### src/rtl/idann_pkg.sv
// Shared types and helpers for the time-multiplexed neuron engine family.
package idann_pkg;

  // Sequencer states: wait for a request, accumulate one product per cycle, activate.
  typedef enum logic [1:0] {
    IDLE = 2'd0,
    MAC  = 2'd1,
    ACT  = 2'd2
  } state_e;

  // Accumulator width that can hold bias + n full-range products with no overflow.
  function automatic int acc_width(input int n, input int xw, input int ww);
    return xw + ww + $clog2(n) + 2;
  endfunction

  // Clamp a signed value into the signed range of an out_w-bit result.
  function automatic logic signed [63:0] sat_clamp(input logic signed [63:0] value,
                                                   input int out_w);
    logic signed [63:0] max_v;
    logic signed [63:0] min_v;
    logic signed [63:0] res_v;
    max_v = (64'sd1 <<< (out_w - 1)) - 64'sd1;
    min_v = -(64'sd1 <<< (out_w - 1));
    if (value > max_v) begin
      res_v = max_v;
    end else if (value < min_v) begin
      res_v = min_v;
    end else begin
      res_v = value;
    end
    return res_v;
  endfunction

endpackage

### src/rtl/nn_mac_unit.sv
// Combinational multiply-accumulate step: acc + zero-extended x times signed w.
module nn_mac_unit #(
  parameter int X_W   = 4,
  parameter int W_W   = 8,
  parameter int ACC_W = 16
) (
  input  logic               [X_W-1:0]   x_i,
  input  logic signed        [W_W-1:0]   w_i,
  input  logic signed        [ACC_W-1:0] acc_i,
  output logic signed        [ACC_W-1:0] acc_o
);

  localparam int PROD_W = X_W + W_W + 1;
  localparam int PAD_W  = ACC_W - PROD_W;

  logic signed [X_W:0]        x_ext_s;
  logic signed [PROD_W-1:0]   prod_s;
  logic signed [ACC_W-1:0]    prod_ext_s;

  // x is unsigned, so a zero sign bit keeps the signed product exact; then sign-extend and add.
  always_comb begin
    x_ext_s    = {1'b0, x_i};
    prod_s     = x_ext_s * w_i;
    prod_ext_s = {{PAD_W{prod_s[PROD_W-1]}}, prod_s};
    acc_o      = acc_i + prod_ext_s;
  end

endmodule

### src/rtl/mac_neuron_seq.sv
// Time-multiplexed neuron: act(bias + sum x[i]*w[i]) with one shared multiplier,
// optional ReLU and signed saturation of the result to OUT_W bits.
module mac_neuron_seq
  import idann_pkg::*;
#(
  parameter int N_INPUTS = 4,
  parameter int X_W      = 4,
  parameter int W_W      = 8,
  parameter int OUT_W    = 10
) (
  input  logic                          clk_i,
  input  logic                          rst_i,
  input  logic                          start_i,
  input  logic [N_INPUTS*X_W-1:0]       x_i,
  input  logic [N_INPUTS*W_W-1:0]       w_i,
  input  logic signed [X_W+W_W-1:0]     bias_i,
  input  logic                          relu_en_i,
  output logic                          busy_o,
  output logic                          valid_o,
  output logic signed [OUT_W-1:0]       neuron_o,
  output logic                          sat_o
);

  localparam int ACC_W = acc_width(N_INPUTS, X_W, W_W);
  localparam int IDX_W = $clog2(N_INPUTS);

  state_e                       state_q, state_d;
  logic [IDX_W-1:0]             idx_q, idx_d;
  logic signed [ACC_W-1:0]      acc_q, acc_d;
  logic [N_INPUTS*X_W-1:0]      x_q, x_d;
  logic [N_INPUTS*W_W-1:0]      w_q, w_d;
  logic                         relu_q, relu_d;
  logic                         busy_q, busy_d;
  logic                         valid_q, valid_d;
  logic signed [OUT_W-1:0]      neuron_q, neuron_d;
  logic                         sat_q, sat_d;

  logic [X_W-1:0]               x_sel_s;
  logic signed [W_W-1:0]        w_sel_s;
  logic signed [ACC_W-1:0]      acc_next_s;
  logic signed [ACC_W-1:0]      relu_s;
  logic signed [63:0]           relu_wide_s;
  logic signed [63:0]           clamped_s;

  // Select the operand pair for the current product from the latched copies.
  always_comb begin
    x_sel_s = x_q[int'(idx_q)*X_W +: X_W];
    w_sel_s = w_q[int'(idx_q)*W_W +: W_W];
  end

  nn_mac_unit #(
    .X_W   (X_W),
    .W_W   (W_W),
    .ACC_W (ACC_W)
  ) u_mac (
    .x_i   (x_sel_s),
    .w_i   (w_sel_s),
    .acc_i (acc_q),
    .acc_o (acc_next_s)
  );

  // Activation and saturation of the finished sum; ReLU zeroing is never a clamp.
  always_comb begin
    if (relu_q && acc_q[ACC_W-1]) begin
      relu_s = '0;
    end else begin
      relu_s = acc_q;
    end
    relu_wide_s = 64'(relu_s);
    clamped_s   = sat_clamp(relu_wide_s, OUT_W);
  end

  // Next-state logic: one MAC cycle per input pair, then a single ACT cycle.
  always_comb begin
    state_d = state_q;
    case (state_q)
      IDLE: begin
        if (start_i) begin
          state_d = MAC;
        end else begin
          state_d = IDLE;
        end
      end
      MAC: begin
        if (idx_q == IDX_W'(N_INPUTS - 1)) begin
          state_d = ACT;
        end else begin
          state_d = MAC;
        end
      end
      ACT:     state_d = IDLE;
      default: state_d = IDLE;
    endcase
  end

  // Datapath and output updates per state; results only change on the ACT cycle.
  always_comb begin
    idx_d    = idx_q;
    acc_d    = acc_q;
    x_d      = x_q;
    w_d      = w_q;
    relu_d   = relu_q;
    neuron_d = neuron_q;
    sat_d    = sat_q;
    valid_d  = 1'b0;
    case (state_q)
      IDLE: begin
        if (start_i) begin
          x_d    = x_i;
          w_d    = w_i;
          relu_d = relu_en_i;
          acc_d  = ACC_W'(bias_i);
          idx_d  = '0;
        end else begin
          idx_d  = idx_q;
        end
      end
      MAC: begin
        acc_d = acc_next_s;
        idx_d = idx_q + IDX_W'(1);
      end
      ACT: begin
        neuron_d = clamped_s[OUT_W-1:0];
        sat_d    = (clamped_s != relu_wide_s);
        valid_d  = 1'b1;
      end
      default: begin
        valid_d = 1'b0;
      end
    endcase
    busy_d = (state_d != IDLE);
  end

  // State register.
  always_ff @(posedge clk_i or negedge rst_i) begin
    if (!rst_i) begin
      state_q <= IDLE;
    end else begin
      state_q <= state_d;
    end
  end

  // Datapath and output registers; reset discards any partial result.
  always_ff @(posedge clk_i or negedge rst_i) begin
    if (!rst_i) begin
      idx_q    <= '0;
      acc_q    <= '0;
      x_q      <= '0;
      w_q      <= '0;
      relu_q   <= 1'b0;
      busy_q   <= 1'b0;
      valid_q  <= 1'b0;
      neuron_q <= '0;
      sat_q    <= 1'b0;
    end else begin
      idx_q    <= idx_d;
      acc_q    <= acc_d;
      x_q      <= x_d;
      w_q      <= w_d;
      relu_q   <= relu_d;
      busy_q   <= busy_d;
      valid_q  <= valid_d;
      neuron_q <= neuron_d;
      sat_q    <= sat_d;
    end
  end

  assign busy_o   = busy_q;
  assign valid_o  = valid_q;
  assign neuron_o = neuron_q;
  assign sat_o    = sat_q;

endmodule
### config.mk
export PLATFORM = sky130hd
export DESIGN_NAME = mac_neuron_seq
export DESIGN_NICKNAME = d
export VERILOG_FILES = /design/src/rtl/idann_pkg.sv /design/src/rtl/nn_mac_unit.sv /design/src/rtl/mac_neuron_seq.sv
export SDC_FILE = /design/constraint.sdc
export NUM_CORES = 1
export LEC_CHECK = 0
export CORE_MARGIN = 2
export CORE_UTILIZATION = 50
export DETAILED_ROUTE_END_ITERATION = 16
export DONT_BUFFER_PORTS = 1
export PLACE_DENSITY = 0.72
export SYNTH_ARGS = -nofsm -noshare
export SYNTH_HDL_FRONTEND = slang
export SYNTH_SLANG_ARGS = --single-unit
### constraint.sdc
create_clock -name clk_i -period 4.4 [get_ports clk_i]
set_input_delay 0.66 -clock clk_i [delete_from_list [all_inputs] [get_ports clk_i]]
set_output_delay 0.66 -clock clk_i [all_outputs]
set_load 0.05 [all_outputs]
## Word-level counts from Yosys, hierarchy flattened

Index checks and enable logic that the tools add are counted.

| storage, ports and cells | value |
|---|---|
| output and inout bits | 13 |
| input port bits | 64 |
| logic and storage cells | 39 |
| register bits | 82 |

| cells by class | value |
|---|---|
| shifts and indexed selects | 2 |
| reductions and logical operators | 6 |
| magnitude comparators | 2 |
| mux-type cells | 11 |
| multiply operators | 1 |
| add/subtract/negate cells | 2 |
| equal/unequal tests | 5 |

Operator list:

| operator | count |
|---|---|
| $mux 64 | 2 |
| $ne 64x16->1 | 1 |
| $mux 16 | 2 |
| $pmux 16 s2 | 1 |
| $shiftx 32x6->8 | 1 |
| $add 16x13->16 | 1 |
| $gt 16x10->1 const B | 1 |
| $lt 16x10->1 const B | 1 |
| $shiftx 16x5->4 | 1 |
| $mul 5x8->13 | 1 |
| $pmux 2 s2 | 2 |
| $eq 2x2->1 const B | 2 |
| $mux 2 | 2 |
| $reduce_and 2->1 | 2 |
| $reduce_bool 2->1 | 2 |
| $add 2x1->2 const B | 1 |
| $eq 2x1->1 const B | 1 |
| $logic_not 2->1 | 1 |
| $mux 1 | 2 |
| $ne 2x2->1 const B | 1 |
| $logic_and 1x1->1 | 1 |

## Longest topological paths before layout

Gate-level depths: netlist of the first run.

| depth | value |
|---|---|
| depth after elaboration | 6 |
| depth in mapped cells | 18 |
| depth with buffers taken out | 16 |

## By module

Synthesis of the first run repeated with hierarchy kept, for this count alone.

| second synthesis, totals | value |
|---|---|
| cells, all modules | 514 |
| area, all modules | 5602.9 µm² |

Modules (own cells, without submodules):

| module | times used | area each (µm²) | sequential area each (µm²) | cells each |
|---|---|---|---|---|
| mac_neuron_seq | 1 | 3601.0 | 2052.0 | 268 |
| nn_mac_unit | 1 | 2001.9 | 0.0 | 246 |

## Least setup slack after synthesis of the first run

OpenSTA, ideal clock, no wires.

| timing path | value |
|---|---|
| kind | register to register |
| from | register idx_q[0] |
| to | register acc_q[10] |
| period minus slack after synthesis | 4.668 ns |
| arrival | 4.532 ns |
| required time | 4.263 ns |
| stages on the path, launching flop included | 17 |
| library setup time | 0.137 ns |
| setup slack | -0.268 ns |
| path buffers | 2 |
| cells stage by stage | dfrtp_1 > buf_2 > buf_2 > mux4_2 > and2_1 > fa_1 > inv_1 > fa_1 > fa_1 > inv_1 > ha_1 > a211oi_2 > o21bai_1 > or3_1 > a31oi_1 > xor2_1 > o211ai_1 |

| on the way | value |
|---|---|
| word-level cells in the longest chain between the ends | 4 |
| elaborated cells on any way between the ends | 5 |
| those cells by class | add/sub: 1; mul: 1; shift: 2; mux: 1 |

Ends and longest elaborated chain:

| element | line | text |
|---|---|---|
| start: declaration | mac_neuron_seq.sv:28 | `logic [IDX_W-1:0] idx_q, idx_d;` |
| start signal: assignment | mac_neuron_seq.sv:156 | `idx_q <= idx_d;` |
| $shiftx 32x6->8 / $shiftx 16x5->4 (equally long branches) | mac_neuron_seq.sv:48, mac_neuron_seq.sv:47 |  |
| $mul 5x8->13 (*) | nn_mac_unit.sv:23 | `prod_s = x_ext_s * w_i;` |
| $add 16x13->16 (*) | nn_mac_unit.sv:25 | `acc_o = acc_i + prod_ext_s;` |
| $pmux 16 s2 (*) | mac_neuron_seq.sv:106 | `case (state_q)` |
| end signal: assignment | mac_neuron_seq.sv:147 | `acc_q <= '0;` |
| end signal: assignment | mac_neuron_seq.sv:157 | `acc_q <= acc_d;` |
| end: declaration | mac_neuron_seq.sv:29 | `logic signed [ACC_W-1:0] acc_q, acc_d;` |

Mark *: on every way between the ends. The rest lies on a longest branch, timed or not.
A chain may end at the register's enable or synchronous reset.

## Final worst setup path of the first run

Ends and elaborated chain as after synthesis.

==> results.md, run 1 <==
* Result of the run: finished, violations left
* Failing checks: negative setup slack
* Worst path cell trace: buf_6 -> mux4_2 -> and2_4 -> fa_1 -> inv_1 -> fa_1 -> fa_1 -> inv_2 -> ha_4 -> a211oi_4 -> o21bai_4 -> or3_4 -> a31oi_4 -> xor2_1 -> o211ai_1
* CTS tree: done
* Area grow syn2layout at 12.9%
* Vias in the first global route at 4017
* Clock latency on the worst-skew pair at 0.37 ns
* Ys async rst share at 100%
* Critical setup path kind: reg2reg
* Commonest cells post-synth: dfrtp_1, inv_1, mux2_2
* Max incr delay on CP at 0.56 ns
* Initial Util at 51.1%
* Die height at 109 um
* Global Route Usage Sum at 22.0%
* I/O pins at 77
* CP most frequent cell: fa_1
* Largest net degree at the start of global routing at 83
* Diode count at 0
* Met1 Routed Length at 5240 um
* Clk_skew at 0.0107 ns
* Via density per instance at 5.47
* Final net count at 672
* Longest Clk Path Bufs at 2
* Headroom to the max-slew limit at 39.1%
* Fmax at 225 MHz
* Slew @ Worst Pin at 0.911 ns
* Metal2 WL at 5730 um
* Via count at 3749
* 1st-pass router iterations at 4
* Tmin final at 4.45 ns
* CP arrival at 4.68 ns
* First-pass GRT wire length at 19800 um
* Critical Path RT at 4.63 ns
* CP startpoint kind: flop
* Core Box Area at 0.0108 mm^2
* H-tree levels at 3
* Clk pin slew, worst setup/hold paths at 0.09 ns
* CTS Root Cell: clkbuf_8
* Post-Syn Area at 0.00553 mm^2
* WL met3 at 940 um
* Post-DP Area at 0.00587 mm^2
* Yosys top cell by area: dfrtp_1
* FP Rows at 38
* Initial DRC Count at 210
* IO buf count at 0
* Final instance area at 0.00625 mm^2
* Fin. Hold Viols at 0
* CTS Sinks at 82
* Setup violators final at 1
* Crit Path Max Fanout at 7
* Wirelength per Cell at 17.6 um
* DP HPWL at 9300 um
* Synth area leaders: dfrtp_1, fa_1, mux2_2, ha_1, mux4_2
* Synthesized area per cell at 10.8 um^2
* CTS buffer count at 9
* DRC at 0
* Die area at 0.0119 mm^2
* Post-synth EDFFs at 0
* Setup crit start: idx_q[0]$_DFFE_PN0P_
* ANT nets after route at 0
* Cells after Synth at 513
* GR Overflow Total at 0
* Most common cell in the netlist: dfrtp_1
* Register area share after synthesis at 37.1%
* Max-cap viol count at 0
* Synthesized Nets at 645
* Slowest-stage cell, CP: mux4_2
* Post-synth top area share at 37.1%
* Fin. max-slew vios at 0
* Critical path endpoint category: flop
* Crit path buf inv count at 3
* Initial antenna violation count at 0
* Hold Crit Class: in2async
* RSZ-0062 raised after global routing: yes
* Top Layer Used: met4
* Share of the clock period used by the worst path at 101%
* Placer Congestion at 0.897
* Yosys warns at 0
* Die Width at 109 um
* Crit-path leading delay family: adder cells
* Routed Wire Length at 12000 um
* Register bit count reported by yosys at 82
* Final WS setup at -0.0495 ns
* Cell variety after synth at 43
* Worst R2R Start: idx_q[0]$_DFFE_PN0P_
* Ys flop type: dfrtp_1
* Layout cells sized above 1 at 25.5%
layout by cell type, fill, tap and decap left out, drive strengths merged, types with 2 or more instances in the layout:
cell type | netlist | layout
nor2 | 21 | 21
mux4 | 12 | 12
a22oi | 2 | 2
nor3b | 2 | 2
a31oi | 6 | 6
nand2b | 6 | 6
nor2b | 8 | 8
xor2 | 5 | 5
clkbuf | 6 | 10
buf | 13 | 35
nand4 | 3 | 3
o31ai | 2 | 2
o221ai | 2 | 2
nand3 | 9 | 9
xnor2 | 10 | 10
o21ai | 16 | 16
a211oi | 3 | 3
dfrtp | 82 | 82
ha | 34 | 34
nand2 | 33 | 33
a21oi | 37 | 37
fa | 34 | 34
mux2 | 50 | 50
and2 | 28 | 28
inv | 69 | 71
clkinv | 0 | 2
or3 | 3 | 3
o22a | 2 | 2
nor3 | 2 | 2
state kept, by name (all words and copies together), names as in the netlist:
register,count
acc_q,16
valid_o,1
w_q,32
busy_o,1
x_q,16
relu_q,1
idx_q,2
sat_o,1
state_q,2
neuron_o,10
kinds of logic after synthesis:
group | Yosys count | share of synthesized area, %
compound gates | 79 | 8.43
fa+ha+maj | 68 | 20.0
flops | 82 | 37.1
mux | 62 | 15.1
simple gates | 119 | 10.8
buf+inv | 88 | 6.24
xor+xnor | 15 | 2.37
through the flow:
stage	instances	setup WS (ns)	TNS, ns	hold WS (ns)	util, %
CTS	680	-0.0327	-0.0718	0.193	56.3
global route	685	-0.231	-0.920	0.189	57.6
finish	685	-0.0495	-0.0495	0.162	57.6
global placement	662	-0.0452	-0.0561	0.366	54.1
floorplan	513	0.00310	0	0.364	-
detailed placement	662	-0.142	-0.500	0.366	54.1
worst register-to-register path, cell delays in order, from the launching register on:
cell      delay, ns
dfrtp_2        0.42
buf_6          0.12
mux4_2         0.56
and2_4         0.19
fa_1           0.49
inv_1          0.05
fa_1           0.47
fa_1           0.50
inv_2          0.04
ha_4           0.23
a211oi_4       0.29
o21bai_4       0.11
or3_4          0.41
a31oi_4        0.19
xor2_1         0.15
o211ai_1       0.09
layer usage:
metal  track usage [%]  vias to the layer above
met1              28.3                     1837
met2              36.3                      124
li1                  -                     1776
met3              6.99                       12
met5                 0                        -
met4              5.33                        0
path summary, 6_finish.rpt:
kind / depth (start not counted) / slack [ns] / end
max: 15 / -0.05 / acc_q[10]$_DFFE_PN0P_
min reg2reg: 1 / 0.51 / w_q[2]$_DFFE_PN0P_
min in group clk_i: 1 / 0.43 / w_q[24]$_DFFE_PN0P_
max in group asynchronous: 1 / 3.87 / idx_q[1]$_DFFE_PN0P_
min: 1 / 0.16 / state_q[1]$_DFF_PN0_
max reg2reg: 15 / -0.05 / acc_q[10]$_DFFE_PN0P_
cell type report:
class | instances | area (um^2)
fillers | 906 | 4590
multi-input cells | 343 | 3260
flip-flops and latches | 82 | 2050
repair buffers | 35 | 310
inverters | 69 | 259
well taps | 140 | 175
clock buffers | 10 | 128
clock inverters | 6 | 65.1
repair_timing:
item / 4_1_cts / 5_1_grt
setup endpoints to repair: 7 / 8
setup buffers: 1 / 5
pin swaps: 2 / 18
endpoints found under the hold margin: 82 / 0
resized for setup: 6 / 27
hold buffers: 1 / 0
Power of run 1 is not shown: default switching activity piles up to over one toggle a cycle in this logic, so the estimate is an artifact.
==> run 2, diff against run 1 <==
BUFFER_PORTS_ARGS = -buffer_cell sky130_fd_sc_hd__buf_2   (was unset)
DONT_BUFFER_PORTS = unset   (was 1)
PLACE_DENSITY = 0.78   (was 0.72)
==> run 2 against run 1 <==
The run still ends with negative setup slack left. Clock skew grew 0.0042 ns. Maximum frequency rose by 0.33%. Non-clock buffer count increased by 74. Core utilization up 4.5 points. Worst hold slack better by 0.30 ns. Critical path depth is 2 lower. First-iteration DRC count down 27%. Global-route usage rose by 0.64 points. Critical path type unchanged. Highest routed layer unchanged.
==> results.md, run 2 (synthesis results as in run 1) <==
* Die area at 0.0119 mm^2 (unchanged)
* Fin. max-slew vios at 0 (unchanged)
* Clk pin slew, worst setup/hold paths at 0.09 ns (about the same)
* Wirelength per Cell at 16.8 um (-4.6%)
* Clk_skew at 0.0148 ns (+0.00417 ns)
* Via density per instance at 5.38 (-1.6%)
* ANT nets after route at 0 (unchanged)
* Area grow syn2layout at 21.7%
* CTS Hold Bufs at 0 (-1)
* Result of the run: finished, violations left
* DRC at 0 (unchanged)
* Hold Crit Class: in2async
* Top Layer Used: met4
* Multi-input logic area at 0.00338 mm^2 (+3.9%)
* CTS buffer count at 9 (unchanged)
* Die Width at 109 um (unchanged)
* Initial DRC Count at 154 (-27%)
* Tmin final at 4.43 ns (-0.0145 ns)
* Reg area at 0.00205 mm^2 (unchanged)
* Initial antenna violation count at 0 (unchanged)
* Fmax at 225 MHz (+0.33%)
* Fillers at 834 (-7.9%)
* Layout cells sized above 1 at 37.0% (+11 points)
* Critical path endpoint category: flop
* Critical Path RT at 4.61 ns (-0.02 ns)
* Routed Wire Length at 12700 um (+5.7%)
* H-tree levels at 3 (unchanged)
* Leading cell type in the layout, fill and taps excluded: dfrtp_1
* Critical setup path kind: reg2reg
* Fin. Hold Viols at 0 (unchanged)
* Final WS setup at -0.0349 ns (+0.0145 ns)
* Slowest-stage cell, CP: mux4_2
* Failing checks: negative setup slack
* Setup violators final at 1 (unchanged)
* CTS tree: done
* Util after Layout at 62.1% (+4.5 points)
* Most frequent cells in the layout: dfrtp_1, buf_2, inv_1
* Metal2 WL at 6230 um (+8.8%)
* Final net count at 746 (+11%)
* GR Overflow Total at 0 (unchanged)
* Worst slack at placement at -0.132 ns (+0.00996 ns)
* Core Box Area at 0.0108 mm^2 (unchanged)
* FP Rows at 38 (unchanged)
* CP startpoint kind: flop
* WL met3 at 743 um (-21%)
* Die height at 109 um (unchanged)
* Clock latency on the worst-skew pair at 0.36 ns (about the same)
* Post-Route Setup TNS at -0.0349 ns (+0.0145 ns)
* First-pass GRT wire length at 20800 um (+4.9%)
* Met1 Routed Length at 5640 um (+7.6%)
* CTS Sinks at 82 (unchanged)
* RSZ-0062 raised after global routing: yes
* CP most frequent cell: fa_1
* Longest Clk Path Bufs at 2 (unchanged)
* Initial Util at 51.1% (unchanged)
* Via count at 4086 (+9.0%)
* Crit Path Max Fanout at 6 (-1)
* Headroom to the max-slew limit at 32.8% (-6.4 points)
* Share of the clock period used by the worst path at 101% (-0.33 points)
* CP arrival at 4.65 ns (-0.03 ns)
* Max incr delay on CP at 0.57 ns (about the same)
* Largest Register: w_q
* Max FFs per register at 32 (unchanged)
* Largest net degree at the start of global routing at 83 (unchanged)
* Diode count at 0 (unchanged)
* Vias in the first global route at 4329 (+7.8%)
* 1st-pass router iterations at 4 (unchanged)
* Top Registers: w_q: 32 flops, acc_q: 16 flops, x_q: 16 flops
* IO buf count at 76 (+76)
* Max-cap viol count at 0 (unchanged)
* CTS Root Cell: clkbuf_8
* I/O pins at 77 (unchanged)
* Slew @ Worst Pin at 1.01 ns (+0.0973 ns)
* Worst path cell trace: buf_12 -> mux4_2 -> and2_1 -> fa_1 -> ha_1 -> fa_1 -> fa_2 -> a211oi_4 -> o21bai_2 -> or3_4 -> a31oi_4 -> xor2_1 -> o211ai_1
* DP HPWL at 9310 um (+0.11%)
* Placer Congestion at 0.841 (-6.2%)
* Global Route Usage Sum at 22.6% (+0.64 points)
## run 2: cell types whose count changed in the layout (fill, tap and decap cells not counted), moves of 3 or more
cell and delta:
a21oi_2 +3, ha_1 -6, o21ai_0 -4, ha_4 +8
a21oi_1 -4, buf_2 +75
## run 2: critical path, delay by kind of cell, from the launching register on
kind	cells	cell delay, ns
AO/OA/AOI/OAI	4	0.62
XOR/XNOR	1	0.18
adder cells (fa/ha/maj)	4	1.75
buffers and inverters	1	0.14
flip-flops	1	0.42
multiplexers	1	0.57
AND/OR/NAND/NOR	2	0.60
## run 2: worst paths after layout
check	from	end	slack, ns	cells after the start
max in group asynchronous	rst_i	idx_q[0]$_DFFE_PN0P_	3.24	1
min in group clk_i	w_q[29]$_DFFE_PN0P_	w_q[29]$_DFFE_PN0P_	0.51	1
min reg2reg	w_q[29]$_DFFE_PN0P_	w_q[29]$_DFFE_PN0P_	0.51	1
max reg2reg	idx_q[0]$_DFFE_PN0P_	acc_q[10]$_DFFE_PN0P_	-0.03	13
max	idx_q[0]$_DFFE_PN0P_	acc_q[10]$_DFFE_PN0P_	-0.03	13
min	rst_i	valid_o$_DFF_PN0_	0.47	1
## run 2: cell type report
type                    count  area share [%]
clock inverters             6           0.725
well taps                 140            2.60
repair buffers            109            10.1
inverters                  69            3.85
flip-flops and latches     82            30.5
multi-input cells         343            50.3
clock buffers              10            1.90
## run 2: what timing repair did
action / in CTS / in global routing
cloned: 1 / 0
gates resized for setup: 29 / 24
setup endpoints to repair: 7 / 8
pin swaps: 16 / 10
endpoints found under the hold margin: 0 / 0
setup buffers: 6 / 0
## run 2: stage by stage
| stage | hold slack, ns | instances | instance area (um^2) |
|---|---|---|---|
| floorplan | 0.364 | 513 | 5560 |
| global placement | 0.485 | 736 | 6230 |
| detailed placement | 0.492 | 736 | 6230 |
| CTS | 0.512 | 759 | 6650 |
| global route | 0.509 | 759 | 6730 |
| finish | 0.465 | 759 | 6730 |
## run 2: routing by layer
layer,up-vias,global-route usage (%)
met3,13,4.48
met5,-,0
met4,0,5.61
met2,121,38.3
li1,1924,-
met1,2028,30.0
Power of run 2 is left out for the same reason.
